## config.mk

```make
export PLATFORM = sky130hd
export DESIGN_NAME = vga_timing_gen
export DESIGN_NICKNAME = d
export VERILOG_FILES = /design/src/rtl/vga_timing_gen.sv
export SDC_FILE = /design/constraint.sdc
export NUM_CORES = 1
export LEC_CHECK = 0
export BUFFER_PORTS_ARGS = -buffer_cell sky130_fd_sc_hd__buf_2
export CAP_MARGIN = 30
export CORE_ASPECT_RATIO = 0.9
export CORE_UTILIZATION = 45
export CTS_CLUSTER_DIAMETER = 40
export DETAILED_ROUTE_END_ITERATION = 10
export PLACE_DENSITY = 0.69
export SYNTH_ARGS = -nofsm -noshare
export SYNTH_HDL_FRONTEND = slang
export SYNTH_SLANG_ARGS = --single-unit
```

## constraint.sdc

```tcl
create_clock -name clk -period 2.42 [get_ports clk]
set_input_delay 0.121 -clock clk [delete_from_list [all_inputs] [get_ports clk]]
set_output_delay 0.121 -clock clk [all_outputs]
set_load 0.005 [all_outputs]
```

## src/rtl/vga_timing_gen.sv

```systemverilog
// Raster timing generator: pixel-rate enable from the system clock, h/v counters
// over the full frame, and registered sync, visible-area and wrap strobes.
module vga_timing_gen #(
  parameter int DIV   = 4,
  parameter int H_VIS = 640,
  parameter int H_FP  = 16,
  parameter int H_SW  = 96,
  parameter int H_BP  = 48,
  parameter int V_VIS = 480,
  parameter int V_FP  = 10,
  parameter int V_SW  = 2,
  parameter int V_BP  = 33
) (
  input  logic       clk,
  input  logic       rst,
  input  logic       en,
  output logic       pix_tick,
  output logic [9:0] h_cnt,
  output logic [9:0] v_cnt,
  output logic       hsync,
  output logic       vsync,
  output logic       valid,
  output logic       line_start,
  output logic       frame_start
);

  localparam int H_TOT = H_VIS + H_FP + H_SW + H_BP;
  localparam int V_TOT = V_VIS + V_FP + V_SW + V_BP;
  localparam int PW    = (DIV > 1) ? $clog2(DIV) : 1;

  localparam logic [PW-1:0] PRE_LAST = PW'(DIV - 1);
  localparam logic [9:0]    H_LAST   = 10'(H_TOT - 1);
  localparam logic [9:0]    V_LAST   = 10'(V_TOT - 1);

  function automatic logic in_win(input logic [9:0] c, input int lo, input int hi);
    int ci;
    ci = int'(c);
    return (ci >= lo) && (ci < hi);
  endfunction

  logic [PW-1:0] presc_q;
  logic          h_last;
  logic          v_last;
  logic [9:0]    h_nxt;
  logic [9:0]    v_nxt;

  // Tick gated by rst so that DIV=1 (tick == en) still stays quiet during reset.
  always_comb begin
    pix_tick = en & ~rst & (presc_q == PRE_LAST);
  end

  always_comb begin
    h_last = (h_cnt == H_LAST);
    v_last = (v_cnt == V_LAST);
    h_nxt  = h_last ? '0 : h_cnt + 10'd1;
    v_nxt  = v_cnt;
    if (h_last) begin
      v_nxt = v_last ? '0 : v_cnt + 10'd1;
    end
  end

  // Prescaler: a dropped enable discards partial progress on the current pixel.
  always_ff @(posedge clk or posedge rst) begin
    if (rst) begin
      presc_q <= '0;
    end else if (!en || (presc_q == PRE_LAST)) begin
      presc_q <= '0;
    end else begin
      presc_q <= presc_q + PW'(1);
    end
  end

  // Counter stage: sync/valid are decoded from the next counter values so they
  // land on the same edge as the counters they describe.
  always_ff @(posedge clk or posedge rst) begin
    if (rst) begin
      h_cnt       <= '0;
      v_cnt       <= '0;
      hsync       <= 1'b1;
      vsync       <= 1'b1;
      valid       <= 1'b1;
      line_start  <= 1'b0;
      frame_start <= 1'b0;
    end else begin
      line_start  <= pix_tick & h_last;
      frame_start <= pix_tick & h_last & v_last;
      if (pix_tick) begin
        h_cnt <= h_nxt;
        v_cnt <= v_nxt;
        hsync <= ~in_win(h_nxt, H_VIS + H_FP, H_VIS + H_FP + H_SW);
        vsync <= ~in_win(v_nxt, V_VIS + V_FP, V_VIS + V_FP + V_SW);
        valid <= in_win(h_nxt, 0, H_VIS) & in_win(v_nxt, 0, V_VIS);
      end
    end
  end

endmodule

```

==> flow_metrics.tcl, run 1 <==
set metrics [dict create \
    peakVddDrop_uv 287 \
    skew_ps 7.25 \
    seq_area_frac_synth_pct 42.4 \
    dp_hpwl_mm 2.80 \
    netlist.area_leader.share_pct 37.4 \
    drc 0 \
    grt_max_degree 15 \
    fin_crit_sh_pct 96.3 \
    fin_nets 232 \
    period_needed_ps 2330 \
    finalSetupViolations 0 \
    cts_buffer_depth 2 \
    slew_violations 0 \
    yosys.area.top_type "dfrtp_1" \
    critPathMaxFanout 4 \
    pre_cts_ws_ps -18.6 \
    drive_gt1_share_pct 24.7 \
    start_kind "flip-flop" \
    worstMarginPinSlew_ps 541 \
    ys_warn_count 0 \
    crit_type "reg2reg" \
    wire_per_inst_um 14.1 \
    routed_wl_mm 3.76 \
    core-area_mm2 0.00338 \
    grt_pass1_vias 1332 \
    worst_setup_path_end_kind "flip-flop" \
    drtIter0Drc 102 \
    insertion_delay_ps 280 \
    die_h_um 58.6 \
    syn_avg_cell_area_um2 8.81 \
    chipWidth_um 64.9 \
    grtUsageMet3_pct 5.04 \
    cts-htree-levels 1 \
    clock_sinks 27 \
    ys_ff_latch 27 \
    cap_violations 0 \
    cts_setup_buffers 0 \
    synth_area_mm2 0.00160 \
    status "completed" \
    synth_edf_count 0 \
    synth_cells 182 \
    finalWeightedCongestion 0.892 \
    fin_ws_ps 89.3 \
    cp_data_arrival_time_ps 2550 \
    final_cells 267 \
    track_usage_pct 20.5 \
    met2_usage_pct 32.6 \
    slew_headroom_pct 63.9 \
    hold_class "in2reg" \
    leakagePower_nw 0.953 \
    start_util_pct 47.5 \
    num_antenna_cells 0 \
    grt_overflow 0 \
    vias 1536 \
    area_delta_synth_final_pct 21.4 \
    fmax_ghz 0.429 \
    cp_data_required_time_ps 2640 \
    syn_nets 190 \
    portBuffers 28 \
    cts_tree "done" \
    fin_setup_tns_ps 0 \
    viasPerCell 5.75 \
    top_usage_layer "met2" \
    die_area_mm2 0.00381 \
    grt_use_met1_pct 27.7 \
    ios 29 \
    cts_made_buffers 3 \
    power_density_mw_per_mm2 540 \
    hold_slack_ps 124 \
    cts_root_buffer "clkbuf_8" \
    synth_ff_type "dfrtp_1" \
    grt_pass1_wl_mm 5.95 \
    async_flop_share_pct 100 \
    ant_nets 0 \
    grt_antenna_before_repair 0 \
    yosysUniqueCellTypes 42 \
    clk_pin_slew_ps 100 \
    rows 20 \
    yosys-top-cells-area "dfrtp_1 37%, nand2_1 5.1%, dfstp_2 4.9%" \
    dr.pass1.iters 4 \
    dp_cells 262 \
    final-hold-violation-count 0 \
]
-- path summary, 6_finish.rpt --
check	cells past startpoint	start	endpoint	slack, ps
min in group asynchronous	3	rst	v_cnt[3]	430
min	2	en	presc_q[0]	120
max reg2reg	6	h_cnt[6]	valid	90
max in group asynchronous	5	rst	hsync	1320
min reg2reg	1	presc_q[0]	presc_q[0]	450
max	6	h_cnt[6]	valid	90
-- worst max-delay path: stages, from the launching register on --
cell and delay (ps):
dfrtp_1 390, or4b_4 560, or3_4 370, or3_4 340, a211oi_2 260, o2111ai_1 130, a32o_1 230
-- report_power, final --
| part | switching, mW | internal, mW | leakage (nW) |
|---|---|---|---|
| clock network | 0.144 | 0.118 | 0.0228 |
| logic | 0.115 | 0.128 | 0.585 |
| registers | 0.0282 | 0.519 | 0.345 |
-- layer usage --
layer,vias to the layer above,routed length (µm)
li1,736,-
met1,735,1640
met2,56,1790
met3,9,268
met4,0,61
met5,-,0
-- registers in the layout, summed over array words and instances (netlist names) --
register / flops
presc_q: 2
vsync: 1
v_cnt: 10
valid: 1
line_start: 1
h_cnt: 10
hsync: 1
frame_start: 1
-- cells in the final DEF, fill, tap and decap left out, drive strengths merged, types with 2 or more instances in the layout --
cell type,n
buf,43
dfrtp,24
nand2,22
nand3,15
o21ai,15
nor2,14
inv,8
a21oi,8
nor3,8
xnor2,6
and3,5
ha,5
nand4,4
xor2,4
clkbuf,4
a31oi,3
o211ai,3
dfstp,3
or3,3
nand3b,2
and3b,2
nand2b,2
a21o,2
-- cells by family (layout without fill, tap and decap cells) --
family / count (synthesis) / in the layout / synth area share [%]
fa+ha+maj: 5 / 5 / 3.90
compound gates: 41 / 41 / 16.5
buf+inv: 15 / 56 / 4.60
flops: 27 / 27 / 42.4
simple gates: 84 / 84 / 27.1
xor+xnor: 10 / 10 / 5.46
-- metrics by stage --
stage	area (µm²)	power, mW	util (%)
floorplan	1610	0.681	-
global placement	1860	0.790	55.1
detailed placement	1880	0.800	55.5
CTS	1930	1.06	57.2
global route	1950	1.11	57.6
finish	1950	1.05	57.6
-- what timing repair did --
item / 4_1_cts / 5_1_grt
endpoints found under the hold margin: 13 / 0
resized for setup: 1 / 4
endpoints found under the setup margin: 1 / 2
pin swaps: 0 / 2
hold buffers: 1 / 0
-- synthesized netlist by cell type (2+ instances only) --
master and instances:
buf_6 2, nor2_1 14, nand4_1 4, a31oi_1 3, clkbuf_1 3, xnor2_1 6
nand3_1 15, or3_1 3, inv_1 8, and3_1 5, xor2_1 4, o211ai_1 3
dfstp_2 3, dfrtp_1 24, and3b_1 2, nand2_1 22, a21o_1 2, buf_2 2
ha_1 5, nand3b_1 2, a21oi_1 8, nand2b_1 2, o21ai_0 15, nor3_1 7
-- cell type report --
class / instances / area (µm²)
Inverter: 8 / 30.0
Clock buffer: 4 / 45.0
Tap cell: 44 / 55.1
Sequential cell: 27 / 679
Timing Repair Buffer: 44 / 270
Multi-Input combinational cell: 140 / 867
Fill cell: 322 / 1430
Note: power is estimated with default switching activity, not from simulation.
==> inputs of run 2 (changes only) <==
Settings changed: CORE_UTILIZATION 45 to 59, PLACE_DENSITY 0.69 to 0.84.
Clock period 2.42 ns to 2.9 ns, I/O delays scaled along.
==> flow_metrics.tcl, run 2 (synthesized netlist as in run 1, its figures left out) <==
set metrics [dict create \
    leakagePower_nw 0.896 \
    period_needed_ps 2640 \
    ctsHoldBuffers 1 \
    start_util_pct 63.9 \
    vias 1512 \
    start_kind "flip-flop" \
    dr.pass1.iters 8 \
    die_h_um 51.5 \
    insertion_delay_ps 330 \
    ff2ff_path_depth 7 \
    clock_sinks 27 \
    worstMarginPinSlew_ps 527 \
    cts_setup_buffers 0 \
    cts_buffer_depth 2 \
    grt_antenna_before_repair 0 \
    num_antenna_cells 0 \
    dp_hpwl_mm 2.83 \
    top_usage_layer "met2" \
    cp_slowest_cell "dfrtp_1" \
    violations "DRC" \
    fin_setup_tns_ps 0 \
    cap_violations 0 \
    grt_pass1_wl_mm 6.24 \
    largestRegisters "h_cnt x10, v_cnt x10, presc_q x2" \
    finalWeightedCongestion 0.909 \
    num-fill-cells 208 \
    cts_root_buffer "clkbuf_4" \
    portBuffers 28 \
    layout_commonest_cell "buf_2" \
    critPathMaxFanout 7 \
    power_density_mw_per_mm2 440 \
    cp_data_required_time_ps 3180 \
    fin_nets 222 \
    fmax_ghz 0.379 \
    slew_violations 0 \
    final_cell_mix "28 x buf_2, 24 x dfrtp_1, 22 x nand2_1" \
    dp_cells 236 \
    slew_headroom_pct 64.9 \
    ios 29 \
    routed_wl_mm 3.72 \
    cpMostUsedCell "or3_1" \
    grt_overflow 0 \
    final-hold-violation-count 0 \
    critPathMaxStageDelay_ps 470 \
    grt_use_met1_pct 39.1 \
    register_area_um2 679 \
    area_delta_synth_final_pct 14.0 \
    wire_per_inst_um 15.4 \
    fin_crit_sh_pct 90.9 \
    clk_pin_slew_ps 150 \
    grt_max_degree 18 \
    die_area_mm2 0.00293 \
    rows 17 \
    multi_input_area_um2 851 \
    finalSetupViolations 0 \
    hold_path_depth 2 \
    drive_gt1_share_pct 19.7 \
    core-area_mm2 0.00251 \
    ant_nets 0 \
    worst_setup_path_end_kind "flip-flop" \
    chipWidth_um 57.0 \
    track_usage_pct 28.2 \
    rsz0062_at_grt "no" \
    status "finished with violations" \
    viasPerCell 6.27 \
    cts.repair.resized 0 \
    grt_pass1_vias 1293 \
    skew_ps 9.63 \
    r2r_slack_ps 260 \
    cts-htree-levels 1 \
    final_cells 241 \
    cts_tree "done" \
    drc 4 \
    cts_made_buffers 3 \
    grtUsageMet3_pct 5.57 \
    peakVddDrop_uv 331 \
    cp_data_arrival_time_ps 2910 \
    met2_usage_pct 46.3 \
    drtIter0Drc 77 \
    hold_class "in2reg" \
    crit_type "reg2reg" \
    path_cells "ha_1 -> nand4_1 -> or3_1 -> or3_1 -> a211oi_2 -> o2111ai_1 -> a32o_1" \
]
## run 2: changes by cell type in the layout (fill, tap and decap cells not counted), sizes merged
cell,previous run,this run
buf,43,33
## run 2: worst max-delay path, delay by kind of cell (launching register included)
kind                     cells  cell delay [ps]
AND/OR/NAND/NOR              3             1140
adder cells (fa/ha/maj)      1              250
AO/OA/AOI/OAI                3              740
flip-flops                   1              470
## run 2: stage by stage
stage	setup WS [ps]	hold WS (ps)	area, µm²	utilization (%)	total power, mW
CTS	310	91.9	1830	72.9	0.814
finish	264	96.2	1830	72.9	0.804
detailed placement	324	220	1790	71.4	0.646
global placement	462	415	1770	70.3	0.626
floorplan	335	195	1600	-	0.569
global route	71.4	85.1	1830	72.9	0.853
## run 2: path summary, 6_finish.rpt
check / startpoint / end
hold reg to reg: presc_q[0] / presc_q[0]
max in group asynchronous: rst / valid
hold / removal: en / presc_q[0]
min in group asynchronous: rst / h_cnt[5]
setup / recovery: h_cnt[0] / valid
setup reg to reg: h_cnt[0] / valid
## run 2: area by class of cell
cell class / instances / area share [%]
sequential: 27 / 37.1
inverter: 8 / 1.64
clock buffer: 4 / 1.44
multi-input combinational: 140 / 46.5
timing repair buffer: 34 / 11.4
tap: 28 / 1.92
## run 2: power by group
part / switching, mW / total, mW / internal [mW]
Combinational: 0.0747 / 0.159 / 0.0844
Clock: 0.112 / 0.166 / 0.0539
Sequential: 0.0458 / 0.479 / 0.433
## run 2: layer usage
layer,routed length (µm),share of wire [%]
met1,1640,44
met2,1780,48
met3,275,7.4
met4,30,0.81
met5,0,0
